==> config.mk <==
export PLATFORM = sky130hd
export DESIGN_NAME = uart_tx_arbiter
export DESIGN_NICKNAME = d
export VERILOG_FILES = /design/src/rtl/uart_arb_pkg.sv /design/src/rtl/rr_arbiter.sv /design/src/rtl/uart_tx_arbiter.sv
export SDC_FILE = /design/constraint.sdc
export NUM_CORES = 1
export LEC_CHECK = 0
export BUFFER_PORTS_ARGS = -buffer_cell sky130_fd_sc_hd__buf_2
export CAP_MARGIN = 20
export CORE_MARGIN = 2
export CORE_UTILIZATION = 40
export CTS_CLUSTER_SIZE = 12
export DETAILED_ROUTE_END_ITERATION = 10
export HOLD_SLACK_MARGIN = 0.03
export PLACE_DENSITY = 0.62
export SYNTH_ARGS = -nofsm -noshare
export SYNTH_HDL_FRONTEND = slang
export SYNTH_SLANG_ARGS = --single-unit
==> constraint.sdc <==
create_clock -name clk -period 7.4 [get_ports clk]
set_input_delay 0.37 -clock clk [delete_from_list [all_inputs] [get_ports clk]]
set_output_delay 0.37 -clock clk [all_outputs]
set_load 0.01 [all_outputs]
==> src/rtl/uart_arb_pkg.sv <==
// uart_arb_pkg: shared state encoding, framing defaults and header helper for uart_tx_arbiter
package uart_arb_pkg;
    typedef enum logic [2:0] {IDLE, SOF, HDR, PAYLOAD, CSUM} arb_state_t;
    localparam logic [7:0] SOF_DEFAULT = 8'h7E;
    localparam logic [3:0] HDR_TAG_DEFAULT = 4'hA;
    function automatic logic [7:0] make_hdr(input logic [3:0] id, input logic [3:0] tag = HDR_TAG_DEFAULT);
        return {tag, id};
    endfunction
endpackage

==> src/rtl/rr_arbiter.sv <==
// rr_arbiter: combinational round-robin pick, priority starting at ptr
module rr_arbiter #(
    parameter int N = 3
) (
    input  logic [N-1:0]         req,
    input  logic [$clog2(N)-1:0] ptr,
    output logic [N-1:0]         gnt_onehot,
    output logic [$clog2(N)-1:0] gnt_id,
    output logic                 any
);
    localparam int W = $clog2(N);
    logic [W-1:0] idx;
    always_comb begin
        gnt_id = '0;
        any = 1'b0;
        idx = '0;
        for (int k = N - 1; k >= 0; k--) begin
            idx = W'((int'(ptr) + k) % N);
            if (req[idx]) begin
                gnt_id = idx;
                any = 1'b1;
            end
        end
    end
    assign gnt_onehot = any ? (N'(1) << gnt_id) : '0;
endmodule

==> src/rtl/uart_tx_arbiter.sv <==
// uart_tx_arbiter: round-robin packet arbiter framing SOF/header/payload/XOR checksum into one uart_tx
module uart_tx_arbiter
    import uart_arb_pkg::*;
#(
    parameter int          N_REQ    = 3,
    parameter int          MAX_LEN  = 16,
    parameter logic [7:0]  SOF_BYTE = SOF_DEFAULT,
    parameter logic [3:0]  HDR_TAG  = HDR_TAG_DEFAULT
) (
    input  logic                       clk,
    input  logic                       rst,
    input  logic [8*N_REQ-1:0]         req_data,
    input  logic [N_REQ-1:0]           req_valid,
    input  logic [N_REQ-1:0]           req_last,
    output logic [N_REQ-1:0]           req_ready,
    output logic [7:0]                 tx_data,
    output logic                       tx_valid,
    input  logic                       tx_ready,
    output logic                       busy,
    output logic [$clog2(N_REQ)-1:0]   grant_id,
    output logic                       err_trunc
);
    localparam int IW = $clog2(N_REQ);
    arb_state_t st, st_n;
    logic [IW-1:0] ptr, arb_id;
    logic [N_REQ-1:0] arb_oh, gnt_q;
    logic arb_any, free, drain, acc, ld, start, fin, trunc, csum_ld, sel_valid, sel_last, last_slot;
    logic [7:0] csum, cnt, ld_byte, sel_data, hdr;

    rr_arbiter #(.N(N_REQ)) u_rr (
        .req(req_valid),
        .ptr(ptr),
        .gnt_onehot(arb_oh),
        .gnt_id(arb_id),
        .any(arb_any)
    );

    assign drain = tx_valid && tx_ready;
    assign free = !tx_valid || tx_ready;
    assign sel_data = req_data[8*grant_id +: 8];
    assign sel_valid = req_valid[grant_id];
    assign sel_last = req_last[grant_id];
    assign hdr = make_hdr(4'(grant_id), HDR_TAG);
    assign last_slot = cnt == 8'(MAX_LEN - 1);
    assign req_ready = (st == PAYLOAD && free) ? gnt_q : '0;
    assign acc = st == PAYLOAD && free && sel_valid;

    always_comb begin
        st_n = st;
        ld = 1'b0;
        ld_byte = sel_data;
        start = 1'b0;
        fin = 1'b0;
        trunc = 1'b0;
        case (st)
            IDLE: if (arb_any) begin
                start = 1'b1;
                ld = 1'b1;
                ld_byte = SOF_BYTE;
                st_n = SOF;
            end
            SOF: if (drain) begin
                ld = 1'b1;
                ld_byte = hdr;
                st_n = HDR;
            end
            HDR: st_n = drain ? PAYLOAD : HDR;
            PAYLOAD: if (acc) begin
                ld = 1'b1;
                st_n = (sel_last || last_slot) ? CSUM : PAYLOAD;
                trunc = !sel_last && last_slot;
            end
            CSUM: if (!csum_ld && free) begin
                ld = 1'b1;
                ld_byte = csum;
            end else if (csum_ld && drain) begin
                fin = 1'b1;
                st_n = IDLE;
            end
            default: st_n = IDLE;
        endcase
    end

    always_ff @(posedge clk) begin
        if (rst) begin
            st <= IDLE;
            tx_valid <= 1'b0;
            tx_data <= '0;
            grant_id <= '0;
            gnt_q <= '0;
            busy <= 1'b0;
            err_trunc <= 1'b0;
            csum <= '0;
            cnt <= '0;
            csum_ld <= 1'b0;
            ptr <= '0;
        end else begin
            st <= st_n;
            err_trunc <= trunc;
            if (ld) begin
                tx_valid <= 1'b1;
                tx_data <= ld_byte;
            end else if (drain) tx_valid <= 1'b0;
            if (start) begin
                grant_id <= arb_id;
                gnt_q <= arb_oh;
                busy <= 1'b1;
            end
            if (st == SOF && drain) csum <= hdr;
            if (acc) begin
                csum <= csum ^ sel_data;
                cnt <= cnt + 8'd1;
            end
            if (st == CSUM && ld) csum_ld <= 1'b1;
            if (fin) begin
                busy <= 1'b0;
                cnt <= '0;
                csum_ld <= 1'b0;
                ptr <= (grant_id == IW'(N_REQ - 1)) ? '0 : grant_id + 1'b1;
            end
        end
    end
endmodule

### After elaboration in Yosys (flattened, before gate mapping)

Cells that the tools add are included.

* register bits: 38

* shift-type cells: 2
* $add $sub $neg: 4
* order comparisons: 4
* reductions and logical operators: 19
* div/mod/pow operators: 3
* equal/unequal tests: 11
* bitwise gates (word level): 3
* muxes and demuxes: 44

Operators with widths (number)
* 32-bit by 3-bit remainder unit with 32-bit output (second input constant): 2
* 8-bit 2-to-1 mux: 5
* 3-bit by 3-bit remainder unit with 32-bit output (second input constant): 1
* 3-bit 2-to-1 mux: 8
* 8-bit case mux with 3 select lines: 1
* 24-bit by 6-bit variable part select with 8-bit output: 1
* 1-bit 2-to-1 mux: 19
* 3-bit case mux with 5 select lines: 1
* 2-bit by 3-bit < comparator with 1-bit output (second input constant): 4
* 1-bit binary-select mux with 2-bit select: 5
* 8-bit by 1-bit adder with 8-bit output (second input constant): 1
* 8-bit by 4-bit == test with 1-bit output (second input constant): 1
* 1-bit logical AND: 8
* 2-bit 2-to-1 mux: 4
* 2-bit inequality test (second input constant): 4
* 8-bit bitwise XOR: 1
* 3-bit by 2-bit == test with 1-bit output (second input constant): 2
* 5-bit AND reduction: 1
* 1-bit case mux with 4 select lines: 1
* 2-bit nonzero test: 2
* 2-bit by 1-bit adder with 3-bit output (second input constant): 1
* 2-bit by 2-bit adder with 3-bit output (second input constant): 1
* 3-bit by 1-bit == test with 1-bit output (second input constant): 1
* 3-bit == test (second input constant): 1
* 10 further kinds: 14

### Longest topological paths before layout

* depth in word-level cells: 10
* depth in mapped cells: 11
* mapped depth without buffers: 8

### Cells and area by module

Synthesis repeated with hierarchy kept, for this count alone.

* cell total of the unflattened synthesis: 289
* area, all modules: 2431.1 µm²

By module, submodules not included
* uart_tx_arbiter: cells each 254, times used 1, area each 2200.9 µm²
* rr_arbiter: cells each 35, times used 1, area each 230.2 µm²

### Least setup slack after synthesis

OpenSTA, ideal clock, no wires.

* path kind: register -> register
* start: register ptr[0]
* end: register tx_data[1]
* cell stages (with the launch flop): 12
* data arrival time: 2.444 ns
* slack: 4.817 ns
* setup time: 0.139 ns
* data required time: 7.261 ns
* clock period less this slack: 2.583 ns
* cells stage by stage: dfxtp_1 > inv_1 > ha_1 > a21o_1 > a221o_1 > a22o_1 > buf_6 > or4_4 > buf_6 > buf_6 > nor2_1 > a211oi_2

* cells in the longest elaborated chain, start to end: 9
* elaborated cells on any way between the ends: 18

RTL lines
* start: declaration: line uart_tx_arbiter.sv:25 `logic [IW-1:0] ptr, arb_id;`
* start signal: assignment: line uart_tx_arbiter.sv:119 `ptr <= (grant_id == IW'(N_REQ - 1)) ? '0 : grant_id + 1'b1;`
* 2-bit by 2-bit adder with 3-bit output: line rr_arbiter.sv:18 `idx = W'((int'(ptr) + k) % N);`
* 32-bit by 3-bit remainder unit with 32-bit output: line rr_arbiter.sv:18
* 1-bit binary-select mux with 2-bit select: line rr_arbiter.sv:19 `if (req[idx]) begin`
* 1-bit 2-to-1 mux (implied by the code): line rr_arbiter.sv:19
* 1-bit 2-to-1 mux (2 in a row): line rr_arbiter.sv:19
* 1-bit 2-to-1 mux *: line rr_arbiter.sv:19
* 1-bit 2-to-1 mux / 8-bit 2-to-1 mux (equally long branches): line uart_tx_arbiter.sv:56 `IDLE: if (arb_any) begin`
* 1-bit case mux with 4 select lines / 8-bit case mux with 3 select lines (equally long branches): line uart_tx_arbiter.sv:55 `case (st)`
* end signal: assignment: line uart_tx_arbiter.sv:102 `tx_data <= ld_byte;`
* end: declaration: line uart_tx_arbiter.sv:16 `output logic [7:0] tx_data,`

Mark *: on every way between the ends. The rest lies on a longest branch, timed or not. The select of a mux whose other input is x is not followed.
A chain may end at the register's enable or synchronous reset.

### Worst setup path in the final report

* start: register grant_id[0]
* end: register tx_data[7]

* cells in the longest elaborated chain, start to end: 5
* elaborated cells on any way between the ends: 10

RTL lines
* start: declaration: line uart_tx_arbiter.sv:20 `output logic [$clog2(N_REQ)-1:0] grant_id,`
* start signal: assignment: line uart_tx_arbiter.sv:105 `grant_id <= arb_id;`
* parallel branches: the longest is 5 deep, another holds 24-bit by 6-bit variable part select with 8-bit output

Several ways; the timed one is not identified. The select of a mux whose other input is x is not followed.

==> flow_summary_export.csv <==
group,metric,value,unit
synthesis,synth.avg_cell_area,8.03,um2
sta,rsz0062_at_grt,"no",
floorplanning,coreArea,0.00551,mm2
status,status,"completed",
power_and_ir_drop,p_total,0.808,mW
synthesis,syn-num-nets,321,
synthesis,yosys.area.top_type,"dfxtp_1",
floorplanning,io_pins,49,
critical_path,startpoint_type,"register",
sta,timing.hold.ws,0.460,ns
synthesis,synth_cells,283,
global_routing,gr-total-overflow,0,
route,wl_per_cell,13.9,um
min_path,min_from,"gnt_q[1]",
clock_tree,clk_pin_slew,0.08,ns
placement,place_ws,4.43,ns
clock_tree,cts_setup_buffers,0,
clock_tree,cts_tree,"done",
min_path,min_path_type,"register to register",
critical_path,crit_required,7.59,ns
clock_tree,cts_sinks,38,
synthesis,synthesis.area,0.00227,mm2
route,viasPerCell,5.45,
global_routing,antenna_found_initial,0,
global_routing,grt_pass1_wl,9400,um
floorplanning,std_cell_rows,27,
sta,fin_worst_skew,0.00623,ns
route,drt_iter0_drc,119,
layout,nNetsFinal,358,
synthesis,ys.flop_type,"dfxtp_1",
layout,final_cells,393,
synthesis,synth-seq-cells,38,
sta,fmax,358,MHz
clock_tree,cts_hold_buf,0,
clock_tree,cts_resized,0,
route,wirelength,5460,um
floorplanning,die_area,0.00630,mm2
clock_tree,root_buffer,"clkbuf_8",
critical_path,startpoint,"grant_id[0]",
route,ant_nets,0,
sta,finalHoldViolCount,0,
synthesis,synth_cell_types,51,
layout,diodes,0,
critical_path,worstPathArrival,2.99,ns
synthesis,synth_area_leaders,"dfxtp_1 (33%), mux2i_1 (6.2%), nand2_1 (5.6%), nor2_1 (4.8%), xor2_1 (4.2%)",
global_routing,grt_use_total,18.9,%
clock_tree,htreeDepth,2,
layout,drive_above_1_share,21.2,%
route,num_vias,2143,
synthesis,async_flop_share,0,%
layout,area_growth,16.6,%
clock_tree,cts_buffers,5,
clock_tree,clk_latency,0.29,ns
critical_path,critPathMaxFanout,18,
critical_path,endpoint_kind,"register",
placement,place_inst,384,
global_routing,grt_max_degree,27,
sta,relSlewSlack,45.1,%
synthesis,synthTopCellsByCount,"dfxtp_1 (38), nand2_1 (34), nor2_1 (29)",
sta,timing.setup.tns,0,ns
floorplanning,initial_core_util,41.3,%
sta,period_needed,2.79,ns
sta,timing.final.crit_share,37.8,%
synthesis,synth_most_common_cell,"dfxtp_1",
synthesis,ys_warn_count,0,
placement,place.port_buffers,48,
route,firstDrtPassIters,4,
sta,worst_pin_slew,0.823,ns
global_routing,grt_pass1_vias,2017,
synthesis,yosys.area.top_type_share,33.5,%
synthesis,yosysSeqAreaShare,33.5,%
critical_path,worst_r2r_startpoint,"grant_id[0]",
placement,post_dp_cell_area,0.00251,mm2
clock_tree,clockBufferDepth,2,
sta,maxSlewViolCount,0,
route,drcViolationCount,0,
power_and_ir_drop,powerDensity,305,mW/mm2
critical_path,worstSetupPathType,"register to register",
floorplanning,die_w,79.4,um
layout,fin_util,48.1,%
power_and_ir_drop,leakage,1.07,nW
placement,gp_congestion,0.821,
synthesis,synth_edf_count,0,
sta,fin_ws,4.61,ns
power_and_ir_drop,irDropWorstVdd,0.000127,V
critical_path,r2r_slack,4.61,ns
placement,dp_hpwl,4080,um
job,cap_violations,0,
floorplanning,chipHeight,79.4,um
sta,finalSetupViolCount,0,
layout,fin_area,0.00265,mm2
[layout by cell type, fill, tap and decap left out, drive strengths merged, types with 3 or more instances in the layout]
| master | count |
|---|---|
| nand3b | 3 |
| ha | 5 |
| buf | 50 |
| inv | 4 |
| and2 | 4 |
| nand2b | 7 |
| mux2i | 14 |
| a221oi | 3 |
| nor3 | 11 |
| a211oi | 6 |
| a21oi | 19 |
| o21ai | 18 |
| nand3 | 5 |
| and3 | 5 |
| clkbuf | 5 |
| xnor2 | 3 |
| o21a | 3 |
| a22oi | 3 |
| dfxtp | 38 |
| nand2 | 34 |
| nor2b | 5 |
| nor2 | 29 |
| a31oi | 3 |
| xor2 | 11 |
[kinds of logic (layout without fill, tap and decap cells)]
family | count (synthesis) | count (layout) | share of synthesized area (%)
simple gates | 114 | 114 | 24.3
buf+inv | 24 | 62 | 5.23
mux | 15 | 15 | 6.66
fa+ha+maj | 5 | 5 | 2.75
xor+xnor | 14 | 14 | 5.39
compound gates | 73 | 73 | 22.2
flops | 38 | 38 | 33.5
[metal layers]
layer  up-vias  track usage (%)  wire length, um
met5         -                0                0
met1       983             25.4             2580
met4         0             6.21               95
li1       1080                -                -
met3        10             3.85              309
met2        70             30.3             2470
[sequential cells by signal, summed over array words and instances, names as in the netlist]
signal / count
csum_ld: 1
st: 3
gnt_q: 3
err_trunc: 1
ptr: 2
busy: 1
cnt: 8
csum: 8
tx_valid: 1
grant_id: 2
tx_data: 8
[final cells by class]
cell class,count,area (um2)
inverters,4,15.0
fillers,534,2860
multi-input cells,221,1390
repair buffers,50,253
clock inverters,3,68.8
clock buffers,5,68.8
flip-flops and latches,38,761
well taps,72,90.1
[power by group]
| group | total, mW | switching [mW] | leakage (nW) | internal, mW |
|---|---|---|---|---|
| clock | 0.212 | 0.0766 | 0.0683 | 0.135 |
| combinational | 0.296 | 0.167 | 0.694 | 0.129 |
| sequential | 0.300 | 0.0536 | 0.311 | 0.247 |
[path summary, 6_finish.rpt]
check / end / cells past startpoint
setup / recovery: tx_data[7] / 5
hold / removal: gnt_q[1] / 1
setup reg to reg: tx_data[7] / 5
hold reg to reg: gnt_q[1] / 1
[worst max-delay path: stages (launching register included)]
cell and delay [ns]:
dfxtp_1 0.86, mux2i_1 0.28, o21ai_1 0.13, and2_1 0.40, or4_4 0.74, o221a_1 0.28
(Power assumes the default switching activity.)
